[src/rtl/mem_copy_pkg.sv]
// Shared widths and FSM state encoding for the memory copy engine.
// Optional fill mode in mem_copy_engine is enabled with macro MEM_COPY_FILL_EN.
package mem_copy_pkg;

  localparam int ADDR_W = 5;
  localparam int DATA_W = 8;
  localparam int LEN_W  = 6;

  typedef enum logic [1:0] {
    ST_IDLE  = 2'd0,
    ST_READ  = 2'd1,
    ST_WRITE = 2'd2,
    ST_DONE  = 2'd3
  } state_e;

endpackage

[src/rtl/mem_copy_engine.sv]
// Memory copy engine: copies len bytes from srcAddr to dstAddr one byte at a
// time, in ascending order, through a single-port memory with registered read
// data. Addresses wrap modulo 32. Overlapping regions are copied naively, so a
// later read sees bytes already written by the same transfer.
//
// Build option: define MEM_COPY_FILL_EN to add the fill/fillValue inputs. With
// fill=1 on start the READ phase is skipped and every destination byte is
// written with the latched fillValue.
//
// Handshake: start is a level sampled only in IDLE; it is a request, not a
// valid/ready pair, so starts seen in READ, WRITE or DONE are dropped without
// queueing. done is a single-cycle completion pulse. dbg_state mirrors the FSM
// state register for observation.
module mem_copy_engine
  import mem_copy_pkg::*;
(
  input  logic              clk,
  input  logic              rst,
  input  logic              start,
  input  logic [ADDR_W-1:0] srcAddr,
  input  logic [ADDR_W-1:0] dstAddr,
  input  logic [LEN_W-1:0]  len,
  output logic              busy,
  output logic              done,
  output logic [ADDR_W-1:0] address,
  output logic [DATA_W-1:0] writeData,
  output logic              memRead,
  output logic              memWrite,
  input  logic [DATA_W-1:0] memOut,
`ifdef MEM_COPY_FILL_EN
  input  logic              fill,
  input  logic [DATA_W-1:0] fillValue,
`endif
  output logic [1:0]        dbg_state
);

  state_e            state_q, state_d;
  logic [ADDR_W-1:0] src_q, src_d;
  logic [ADDR_W-1:0] dst_q, dst_d;
  logic [LEN_W-1:0]  len_q, len_d;
  logic [LEN_W-1:0]  cnt_q, cnt_d;
  logic [LEN_W-1:0]  cnt_inc;
  logic              last_byte;

  // Fill mode plumbing; tied off when the option is not built.
  logic              fill_start;
  logic              fill_mode;
  logic [DATA_W-1:0] fill_data;

`ifdef MEM_COPY_FILL_EN
  logic              fill_q, fill_d;
  logic [DATA_W-1:0] fill_value_q, fill_value_d;

  // Fill options are captured together with the transfer operands.
  always_comb begin
    fill_d       = fill_q;
    fill_value_d = fill_value_q;
    if (state_q == ST_IDLE && start) begin
      fill_d       = fill;
      fill_value_d = fillValue;
    end
  end

  // Fill option registers.
  always_ff @(posedge clk) begin
    if (!rst) begin
      fill_q       <= 1'b0;
      fill_value_q <= '0;
    end else begin
      fill_q       <= fill_d;
      fill_value_q <= fill_value_d;
    end
  end

  assign fill_start = fill;
  assign fill_mode  = fill_q;
  assign fill_data  = fill_value_q;
`else
  assign fill_start = 1'b0;
  assign fill_mode  = 1'b0;
  assign fill_data  = '0;
`endif

  // Byte counter after the current write; the transfer ends when it hits len.
  always_comb begin
    cnt_inc   = cnt_q + LEN_W'(1);
    last_byte = (cnt_inc == len_q);
  end

  // Next-state, operand update and memory strobe decode.
  always_comb begin
    state_d   = state_q;
    src_d     = src_q;
    dst_d     = dst_q;
    len_d     = len_q;
    cnt_d     = cnt_q;
    busy      = 1'b0;
    done      = 1'b0;
    memRead   = 1'b0;
    memWrite  = 1'b0;
    address   = '0;
    writeData = '0;

    unique case (state_q)
      ST_IDLE: begin
        if (start) begin
          src_d = srcAddr;
          dst_d = dstAddr;
          len_d = len;
          cnt_d = '0;
          if (len == '0) begin
            state_d = ST_DONE;
          end else if (fill_start) begin
            state_d = ST_WRITE;
          end else begin
            state_d = ST_READ;
          end
        end
      end

      ST_READ: begin
        busy    = 1'b1;
        memRead = 1'b1;
        address = src_q;
        state_d = ST_WRITE;
      end

      ST_WRITE: begin
        busy      = 1'b1;
        memWrite  = 1'b1;
        address   = dst_q;
        writeData = fill_mode ? fill_data : memOut;
        // 5-bit address registers wrap 31 -> 0 naturally.
        src_d     = src_q + ADDR_W'(1);
        dst_d     = dst_q + ADDR_W'(1);
        cnt_d     = cnt_inc;
        if (last_byte) begin
          state_d = ST_DONE;
        end else if (fill_mode) begin
          state_d = ST_WRITE;
        end else begin
          state_d = ST_READ;
        end
      end

      ST_DONE: begin
        done    = 1'b1;
        state_d = ST_IDLE;
      end

      default: begin
        state_d = ST_IDLE;
      end
    endcase
  end

  // State and operand registers; reset abandons any transfer in flight.
  always_ff @(posedge clk) begin
    if (!rst) begin
      state_q <= ST_IDLE;
      src_q   <= '0;
      dst_q   <= '0;
      len_q   <= '0;
      cnt_q   <= '0;
    end else begin
      state_q <= state_d;
      src_q   <= src_d;
      dst_q   <= dst_d;
      len_q   <= len_d;
      cnt_q   <= cnt_d;
    end
  end

  assign dbg_state = state_q;

endmodule

[config.mk]
export PLATFORM = sky130hd
export DESIGN_NAME = mem_copy_engine
export DESIGN_NICKNAME = d
export VERILOG_FILES = /design/src/rtl/mem_copy_pkg.sv /design/src/rtl/mem_copy_engine.sv
export SDC_FILE = /design/constraint.sdc
export NUM_CORES = 1
export LEC_CHECK = 0
export ABC_AREA = 1
export BUFFER_PORTS_ARGS = -buffer_cell sky130_fd_sc_hd__buf_2
export CAP_MARGIN = 30
export CORE_MARGIN = 2
export CORE_UTILIZATION = 40
export CTS_CLUSTER_SIZE = 20
export DETAILED_ROUTE_END_ITERATION = 16
export PLACE_DENSITY = 0.75
export SYNTH_ARGS = -nofsm -noshare
export SYNTH_HDL_FRONTEND = slang
export SYNTH_SLANG_ARGS = --single-unit
[constraint.sdc]
create_clock -name clk -period 1.3 [get_ports clk]
set_input_delay 0.065 -clock clk [delete_from_list [all_inputs] [get_ports clk]]
set_output_delay 0.065 -clock clk [all_outputs]
set_load 0.02 [all_outputs]
==> impl_metrics.tcl <==
set metrics [dict create \
    status "finished, violations left" \
    failed_checks "setup timing" \
    drive_gt1_share_pct 47.9 \
    grt_max_degree 15 \
    power_density_nw_per_um2 756 \
    place_congestion 0.782 \
    r2r_slack_ns -0.15 \
    pin_count 46 \
    place_area_um2 2030 \
    start_kind "register" \
    cts_made_buffers 3 \
    synth_cells 226 \
    period_needed_ns 1.54 \
    synth_warnings 0 \
    rsz0062_at_grt "true" \
    synth.cell_area_um2 1480 \
    hold_class "primary input to register" \
    htree_levels 1 \
    ir_drop_mv 0.446 \
    min_path_cells 3 \
    grt_pass1_vias 1536 \
    synthToLayoutAreaGrowth_pct 61.6 \
    path_clk_slew_ns 0.09 \
    hold_buffers 0 \
    ys_seq_area_share_pct 32.4 \
    syn_avg_cell_area_um2 6.55 \
    insertion_delay_ns 0.27 \
    gr-usage-all-layers_pct 19.9 \
    place_ws_ns -0.224 \
    cts_root_buf "clkbuf_8" \
    hold_slack_ns 0.0453 \
    path_max_fanout 10 \
    clkSinkCount 24 \
    std_cell_rows 22 \
    r2r.worst_path.cells 8 \
    clock_skew_ns 0.00269 \
    final_common_cell "nand2_1" \
    fin_util_pct 66.4 \
    crit_arrival_ns 1.47 \
    fp.dieH_um 64.9 \
    via_per_inst 5.05 \
    antenna_found_initial 0 \
    ant_nets 0 \
    grt-ovfl-total 0 \
    min_from "dstAddr[1]" \
    fmax_mhz 651 \
    synth_flop_cell "dfxtp_1" \
    slew_violations 0 \
    crit_type "register to output port" \
    max_cap_violations 0 \
    wl_per_cell_um 12.6 \
    die-area_um2 4210 \
    required_ns 1.24 \
    core_area_um2 3610 \
    synthArstFlopShare_pct 0 \
    r2r_start "dbg_state[1]" \
    setup_viol 31 \
    final_cell_mix "nand2_1 (42), buf_4 (32), buf_2 (31)" \
    tightest_slew_ns 0.551 \
    start_util_pct 41.1 \
    drtIter0Drc 65 \
    grt_pass1_wl_um 6740 \
    vias 1783 \
    antenna_cells 0 \
    drt_wl_total_um 4450 \
    r2r_end "src_q[3]" \
    final_nets 340 \
    leakage_nw 1.06 \
    design_area_um2 2390 \
    cts_tree "built" \
    synthesis.nets 260 \
    end_kind "output port" \
    holdPathEnd "dst_q[1]" \
    relSlewSlack_pct 63.2 \
    total_power_mw 1.81 \
    dieWidth_um 64.9 \
    hpwl_um 2910 \
    drc 0 \
    placement.io_buffers 45 \
    synth-edff-count 0 \
    first_pass_iters 4 \
    hold_viol_final 0 \
    clockBufferDepth 2 \
    worst_slack_ns -0.235 \
    ys_ff_latch 24 \
    period_share_pct 118 \
    synth.distinct_cells 28 \
]
## per-stage QoR
step                cells  setup TNS [ns]
finish                353           -4.80
global route          353           -6.79
CTS                   351           -4.33
detailed placement    341           -2.22
global placement      341           -1.14
floorplan             226           -1.38
## flip-flops by register name (all words and copies together), names as in the netlist
name,flops
cnt_q,6
len_q,6
dst_q,5
src_q,5
dbg_state,2
## kinds of logic after synthesis
family / after synthesis / synth area share (%)
AOI/OAI and AO/OA: 54 / 20.4
xor gates and xnor gates: 4 / 2.37
adders and majority gates: 7 / 5.91
buffers and inverters: 40 / 11.6
DFF: 24 / 32.4
and+or+nand+nor: 97 / 27.4
## critical path, cell delays in order, from the launching register on
cell	delay, ns
dfxtp_4	0.38
buf_6	0.10
ha_4	0.19
buf_8	0.15
nand2_1	0.10
a21oi_4	0.16
buf_6	0.13
## metal layers
metal	track usage, %	vias up	part of all wire (%)
li1	-	900	-
met1	24.5	817	41
met2	35.7	54	53
met3	2.60	12	4.3
met4	6.12	0	2.0
met5	0	-	0
## synth_stat cells, types with 2 or more instances
cell type	number	share of area, %
nand2_1	57	14
inv_1	30	7.6
a21oi_1	25	8.4
dfxtp_1	24	32
nor2_1	17	4.3
nand3_1	16	5.4
o21ai_0	15	5.1
ha_1	7	5.9
a31oi_1	5	2.1
buf_4	3	1.5
clkbuf_1	3	0.76
nand4_1	3	1.3
xnor2_1	3	1.8
a211oi_1	2	1.0
buf_2	2	0.68
o21ai_2	2	1.2
## layout make-up
cell class	instances	area, um^2
Timing Repair Buffer	84	636
Inverter	31	129
Multi-Input combinational cell	162	1030
Fill cell	287	1210
Clock inverter	1	3.75
Clock buffer	3	41.3
Sequential cell	24	489
Tap cell	48	60.1
## how the worst max path moves through the flow
stage                      start            to  slack [ns]  cells after the start
floorplan           dbg_state[0]      src_q[2]       -0.12                      9
global placement    dbg_state[1]      src_q[3]       -0.11                      8
detailed placement  dbg_state[1]      src_q[4]       -0.22                      8
CTS                 dbg_state[1]  writeData[5]       -0.22                      7
global route        dbg_state[1]  dbg_state[1]       -0.30                     11
finish              dbg_state[1]    address[2]       -0.24                      6
## timing repair
action,4_1_cts,5_1_grt
buffers inserted,5,3
pin swaps,6,2
resized for setup,55,37
gates cloned,1,0
endpoints found under the setup margin,38,35
## power breakdown
| group | switching, mW | internal (mW) | leakage [nW] |
|---|---|---|---|
| Sequential | 0.0505 | 0.783 | 0.199 |
| Combinational | 0.273 | 0.240 | 0.834 |
| Clock | 0.253 | 0.212 | 0.0231 |
| Total | 0.577 | 1.23 | 1.06 |
Note: power is estimated with default switching activity, not from simulation.
